===== src/rtl/adventure_pkg.sv =====
// Shared types and constants for the adventure room front-end controller:
// controller state encoding, direction indices and the move arbiter.
package adventure_pkg;

    typedef enum logic [2:0] {
        INIT    = 3'd0,
        PLAY    = 3'd1,
        SETTLE  = 3'd2,
        OVER    = 3'd3,
        RESTART = 3'd4
    } state_t;

    localparam int DIR_N    = 0;
    localparam int DIR_S    = 1;
    localparam int DIR_E    = 2;
    localparam int DIR_W    = 3;
    localparam int NUM_DIRS = 4;

    // Room FSM outputs lag a move by this many cycles
    localparam int SETTLE_CYCLES = 2;

    // Fixed-priority pick N > S > E > W; losing requests are dropped
    function automatic logic [NUM_DIRS-1:0] pick_dir(input logic [NUM_DIRS-1:0] ev);
        logic [NUM_DIRS-1:0] grant;
        grant = '0;
        if (ev[DIR_N])      grant[DIR_N] = 1'b1;
        else if (ev[DIR_S]) grant[DIR_S] = 1'b1;
        else if (ev[DIR_E]) grant[DIR_E] = 1'b1;
        else if (ev[DIR_W]) grant[DIR_W] = 1'b1;
        return grant;
    endfunction

endpackage


===== src/rtl/btn_debounce.sv =====
// Button conditioner: 2-flop synchroniser, level debounce requiring DEB_CYCLES
// equal consecutive samples, and a one-cycle press pulse on each accepted 0->1.
module btn_debounce #(
    parameter int DEB_CYCLES = 4
) (
    input  logic clk,
    input  logic reset,
    input  logic raw,
    output logic press
);

    localparam int CNT_W = (DEB_CYCLES > 1) ? $clog2(DEB_CYCLES) : 1;
    localparam logic [CNT_W-1:0] CNT_LAST = CNT_W'(DEB_CYCLES - 1);

    logic             sync_p0;
    logic             sync_p1;
    logic [CNT_W-1:0] cnt;
    logic             level;
    logic             level_d;

    // Synchronise, count samples that disagree with the accepted level, flag rising edges
    always_ff @(posedge clk or negedge reset) begin
        if (!reset) begin
            sync_p0 <= 1'b0;
            sync_p1 <= 1'b0;
            cnt     <= '0;
            level   <= 1'b0;
            level_d <= 1'b0;
            press   <= 1'b0;
        end else begin
            sync_p0 <= raw;
            sync_p1 <= sync_p0;
            if (sync_p1 == level) begin
                cnt <= '0;
            end else if (cnt == CNT_LAST) begin
                level <= sync_p1;
                cnt   <= '0;
            end else begin
                cnt <= cnt + 1'b1;
            end
            level_d <= level;
            press   <= level & ~level_d;
        end
    end

endmodule


===== src/rtl/adventure_move_ctrl.sv =====
// Front-end controller for the adventure room FSM: debounces the buttons,
// issues at most one move pulse per accepted press, tracks the sword, latches
// the game result and sequences the room FSM reset on power-up and restart.
module adventure_move_ctrl
    import adventure_pkg::*;
#(
    parameter int DEB_CYCLES     = 4,
    parameter int RESTART_CYCLES = 8,
    parameter int MOVE_W         = 8
) (
    input  logic              clk,
    input  logic              reset,
    input  logic              btn_n,
    input  logic              btn_s,
    input  logic              btn_e,
    input  logic              btn_w,
    input  logic              btn_restart,
    input  logic              room_sw,
    input  logic              room_win,
    input  logic              room_dead,
    output logic              mv_n,
    output logic              mv_s,
    output logic              mv_e,
    output logic              mv_w,
    output logic              has_sword,
    output logic              room_reset_n,
    output logic [MOVE_W-1:0] move_count,
    output logic              won,
    output logic              lost,
    output logic              busy
);

    localparam int TIMER_W = $clog2(RESTART_CYCLES + 1);
    localparam logic [TIMER_W-1:0] TIMER_ONE     = TIMER_W'(1);
    localparam logic [TIMER_W-1:0] TIMER_RESTART = TIMER_W'(RESTART_CYCLES);
    localparam logic [TIMER_W-1:0] TIMER_SETTLE  = TIMER_W'(SETTLE_CYCLES);
    localparam logic [MOVE_W-1:0]  COUNT_MAX     = '1;

    logic [NUM_DIRS-1:0] dir_raw;
    logic [NUM_DIRS-1:0] dir_ev;
    logic [NUM_DIRS-1:0] grant;
    logic                restart_ev;
    logic [NUM_DIRS-1:0] mv;
    logic [TIMER_W-1:0]  timer;
    state_t              state;

    assign dir_raw[DIR_N] = btn_n;
    assign dir_raw[DIR_S] = btn_s;
    assign dir_raw[DIR_E] = btn_e;
    assign dir_raw[DIR_W] = btn_w;

    for (genvar i = 0; i < NUM_DIRS; i++) begin : g_dir
        btn_debounce #(.DEB_CYCLES(DEB_CYCLES)) u_deb (
            .clk   (clk),
            .reset (reset),
            .raw   (dir_raw[i]),
            .press (dir_ev[i])
        );
    end

    btn_debounce #(.DEB_CYCLES(DEB_CYCLES)) u_deb_restart (
        .clk   (clk),
        .reset (reset),
        .raw   (btn_restart),
        .press (restart_ev)
    );

    assign grant = pick_dir(dir_ev);

    assign mv_n = mv[DIR_N];
    assign mv_s = mv[DIR_S];
    assign mv_e = mv[DIR_E];
    assign mv_w = mv[DIR_W];

    // Game sequencing: restart beats win/dead, which beat a direction move
    always_ff @(posedge clk or negedge reset) begin
        if (!reset) begin
            state        <= INIT;
            timer        <= TIMER_RESTART;
            mv           <= '0;
            has_sword    <= 1'b0;
            room_reset_n <= 1'b0;
            move_count   <= '0;
            won          <= 1'b0;
            lost         <= 1'b0;
            busy         <= 1'b1;
        end else begin
            mv <= '0;
            case (state)
                INIT, RESTART: begin
                    if (timer == TIMER_ONE) begin
                        state        <= PLAY;
                        room_reset_n <= 1'b1;
                        busy         <= 1'b0;
                    end else begin
                        timer <= timer - TIMER_ONE;
                    end
                end
                PLAY: begin
                    if (room_sw) has_sword <= 1'b1;
                    if (restart_ev) begin
                        state        <= RESTART;
                        timer        <= TIMER_RESTART;
                        room_reset_n <= 1'b0;
                        has_sword    <= 1'b0;
                        move_count   <= '0;
                        won          <= 1'b0;
                        lost         <= 1'b0;
                        busy         <= 1'b1;
                    end else if (room_win) begin
                        state <= OVER;
                        won   <= 1'b1;
                        busy  <= 1'b1;
                    end else if (room_dead) begin
                        state <= OVER;
                        lost  <= 1'b1;
                        busy  <= 1'b1;
                    end else if (|dir_ev) begin
                        mv    <= grant;
                        if (move_count != COUNT_MAX) move_count <= move_count + 1'b1;
                        state <= SETTLE;
                        timer <= TIMER_SETTLE;
                        busy  <= 1'b1;
                    end
                end
                SETTLE: begin
                    if (restart_ev) begin
                        state        <= RESTART;
                        timer        <= TIMER_RESTART;
                        room_reset_n <= 1'b0;
                        has_sword    <= 1'b0;
                        move_count   <= '0;
                        won          <= 1'b0;
                        lost         <= 1'b0;
                    end else if (timer == TIMER_ONE) begin
                        state <= PLAY;
                        busy  <= 1'b0;
                    end else begin
                        timer <= timer - TIMER_ONE;
                    end
                end
                OVER: begin
                    if (restart_ev) begin
                        state        <= RESTART;
                        timer        <= TIMER_RESTART;
                        room_reset_n <= 1'b0;
                        has_sword    <= 1'b0;
                        move_count   <= '0;
                        won          <= 1'b0;
                        lost         <= 1'b0;
                    end
                end
                default: begin
                    state        <= INIT;
                    timer        <= TIMER_RESTART;
                    room_reset_n <= 1'b0;
                    busy         <= 1'b1;
                end
            endcase
        end
    end

endmodule


===== config.mk =====
export PLATFORM = sky130hd
export DESIGN_NAME = adventure_move_ctrl
export DESIGN_NICKNAME = d
export VERILOG_FILES = /design/src/rtl/adventure_pkg.sv /design/src/rtl/btn_debounce.sv /design/src/rtl/adventure_move_ctrl.sv
export SDC_FILE = /design/constraint.sdc
export NUM_CORES = 1
export LEC_CHECK = 0
export ABC_AREA = 0
export BUFFER_PORTS_ARGS = -buffer_cell sky130_fd_sc_hd__clkbuf_2
export CORE_UTILIZATION = 25
export DETAILED_ROUTE_END_ITERATION = 6
export SLEW_MARGIN = 25
export SYNTH_ARGS = -nofsm -noshare
export SYNTH_HDL_FRONTEND = slang
export SYNTH_SLANG_ARGS = --single-unit

===== constraint.sdc =====
create_clock -name clk -period 4.3 [get_ports clk]
set_input_delay 0.215 -clock clk [delete_from_list [all_inputs] [get_ports clk]]
set_output_delay 0.215 -clock clk [all_outputs]
set_load 0.02 [all_outputs]

==> metrics.md <==
| Metric | Value |
|---|---|
| Status | completed |
| Initial antenna violation count | 0 |
| Top sig layer | met4 |
| Commonest non-fill, non-tap cell in the layout | dfrtp_1 |
| Largest net degree at the start of global routing | 60 |
| Core ar. | around 0.0098 mm² |
| Inserted Diodes | 0 |
| Synth Cell Area | around 0.0025 mm² |
| I/O Buffers | 26 |
| Setup Total Neg Slack | 0 ns |
| Synth Register Bits | 59 |
| P&R area growth vs syn | 20.7% |
| Die height | around 100 µm |
| Worst Path Arrival | approximately 2.3 ns |
| Nets | between 200 and 300 |
| Worst Setup End Kind | register |
| GRT Util Overall | around a tenth |
| Leakage power | between 1 and 1.5 nW |
| DRC | 0 |
| Psw | slightly above 700 µW |
| First-pass GRT wire length | approximately 8000 µm |
| Worst Hold Class | in2async |
| Clock transition at the registers of the reported paths | about 0.060 ns |
| Metal2 WL | 2260 µm |
| Final setup violation count | 0 |
| Worst Tran Pin Value | roughly 0.78 ns |
| Iter 0 DRT Violations | 65 |
| DR pass1 iterations | 4 |
| Fin crit share | 48.9% |
| RSZ-0062 raised after global routing | false |
| Worst VDD drop | 0.224 mV |
| Syn Nets | between 200 and 250 |
| FMAX | about 0.48 GHz |
| Pre-CTS setup slack | ~2.2 ns |
| Top FF cell, synth | dfrtp_1 |
| Final Total Pwr | just over 2 mW |
| Root Driver | clkbuf_8 |
| Relative slew slack | between 40% and 50% |
| Synth warn | 0 |
| Slew Limit Fails | 0 |
| Avg Inst Size Synth | approximately 12 µm² |
| Setup ws final | 2.20 ns |
| Sequential Power Share | roughly 44% |
| Final HPWL DP | roughly 3200 µm |
| Cells after synthesis | roughly 210 |
| Critical path's largest stage delay | about 0.45 ns |
| Endpoints failing hold | 0 |
| CTS tree | yes |
| Crit Path Max Fanout | 7 |
| Final min period | around 2.1 ns |
| Yosys cell types | slightly below 50 |
| Detail Route met3 WL | between 200 and 250 µm |
| TritonCTS buffer count | 9 |
| Sw Share | 35.5% |
| Routed WL per cell | between 10 and 15 µm |
| I/O pin cnt | 27 |
| CP Class | reg2reg |
| Worst EP required | 4.52 ns |
| Initial cell density of the core | roughly 26% |
| Die W | just over 100 µm |
| Slowest cell on crit path | a311o_4 |
| Global placement routability congestion | about 0.81 |
| PwrDens | 666 mW/mm² |
| Via count | ~1700 |
| Vias/cell | 4.48 |
| Worst clock skew | 0.00852 ns |
| Sequential share of the synthesized area | 58.3% |
| Maximum buffer depth of the clock tree | 2 |
| Die ar. | between 0.01 and 0.015 mm² |
| Clk pwr share | about 24% |
| Metal1 wirelength | approximately 2100 µm |
| CP Cell Sequence | ha_1 > and4_1 > a311o_4 > a21oi_4 > mux2_2 |
| Detail Route Antenna Nets | 0 |
| Most frequent cells in the layout | dfrtp_1 (57), clkbuf_2 (26), nor3_1 (12), nand2_1 (12) |
| Drt total wl | approximately 4700 µm |
| Max-cap check violation count | 0 |
| PostCTS Resize Cnt | 0 |
| CTS sink count | 59 |
| Vias in the first global route | 1671 |
| Post-synth EDFFs | 0 |
| Skew-Pair Late Insertion Delay | about 0.34 ns |
| Share of cells above drive strength 1 | about a quarter |
| CTS H-tree depth | 3 |
| Combinational power share | a little under a third |
| Type of origin of the critical path | register |
| Cell internal pwr | ~1.3 mW |
| Num rows | 36 |
| Synth async-reset ratio | 100% |
| GRT overflow | 0 |
-- power groups by stage --
stage,logic (mW),registers [mW],clock network (mW)
floorplan,0.483,0.895,0
detailed placement,0.648,0.906,0
finish,0.647,0.896,0.496
global placement,0.628,0.900,0
CTS,0.655,0.897,0.517
global route,0.727,0.928,0.540
-- logic make-up after synthesis --
group / share of synthesized area [%]
buf+inv: 2.27
xor+xnor: 1.73
simple gates: 16.4
flops: 58.3
compound gates: 12.6
mux: 4.74
fa+ha+maj: 3.95
-- registers in the layout (all words and copies together), names as in the netlist, 2 cells and up --
name and flops:
g_dir.u_deb.sync_p1 4, g_dir.u_deb.level_d 4, g_dir.u_deb.level 4, state 3, timer 4, mv 4, u_deb_restart.cnt 2, g_dir.u_deb.sync_p0 4
move_count 8, g_dir.u_deb.cnt 8, g_dir.u_deb.press 4
-- synthesized netlist by cell type, drive strengths merged (2+ instances only) --
library cell,n,area (µm²)
nor3b,3,22.5
o21ai,6,30.0
buf,2,16.3
mux2i,3,30.0
nand2b,2,12.5
or2,4,27.5
o2bb2ai,2,17.5
dfrtp,57,1430
xnor2,4,35.0
and2,5,31.3
a22o,3,26.3
nor3,13,70.1
clkbuf,2,7.51
dfstp,2,52.6
a21oi,10,61.3
o22ai,3,18.8
nand2,12,45.0
o31ai,3,22.5
inv,9,33.8
nor2b,11,68.8
nor2,11,41.3
a221o,2,20.0
ha,8,100
mux2,8,90.1
a21o,2,15.0
nand3,4,20.0
-- path summary, 6_finish.rpt --
kind,start,end,slack [ns],cells after the start
max,move_count[0],move_count[0],2.20,5
min reg2reg,g_dir[3].u_deb.sync_p0,g_dir[3].u_deb.sync_p1,0.35,0
min in group clk,room_sw,has_sword,0.24,3
min,reset,u_deb_restart.cnt[1],0.02,2
max in group asynchronous,reset,move_count[3],3.79,2
max reg2reg,move_count[0],move_count[0],2.20,5
-- area by class of cell --
cell class / count / area (µm²)
multi-input combinational: 137 / 998
clock inverter: 4 / 50.0
timing repair buffer: 32 / 188
inverter: 9 / 33.8
sequential: 59 / 1480
clock buffer: 12 / 145
tap: 133 / 166
fill: 1043 / 6760
-- critical path, delay by kind of cell, from the launching register on --
kind                       cells  cell delay [ns]
AOI/OAI and AO/OA              2             0.70
DFF                            1             0.41
muxes                          1             0.36
adders and majority gates      1             0.26
and+or+nand+nor                1             0.26
-- routing by layer --
layer  global-route usage [%]  vias up
li1                         -      820
met1                     12.2      852
met2                     15.7       48
met3                     4.61        8
met4                     3.30        0
met5                        0        -
-- per-stage QoR --
stage / utilization (%) / instance area (µm²) / hold WS (ns) / cells
after floorplan: - / 2530 / -0.0806 / 209
after global placement: 28.7 / 2820 / 0.323 / 365
after detailed placement: 28.7 / 2820 / 0.325 / 365
after CTS: 31.2 / 3060 / 0.0525 / 386
after global routing: 31.2 / 3060 / 0.0913 / 386
final: 31.2 / 3060 / 0.0222 / 386
-- timing repair --
item	CTS	global route
setup endpoints to repair	0	0
setup buffers	0	0
hold buffers	5	0
endpoints found under the hold margin	5	0
No activity file was read; power rests on OpenSTA's default activity.
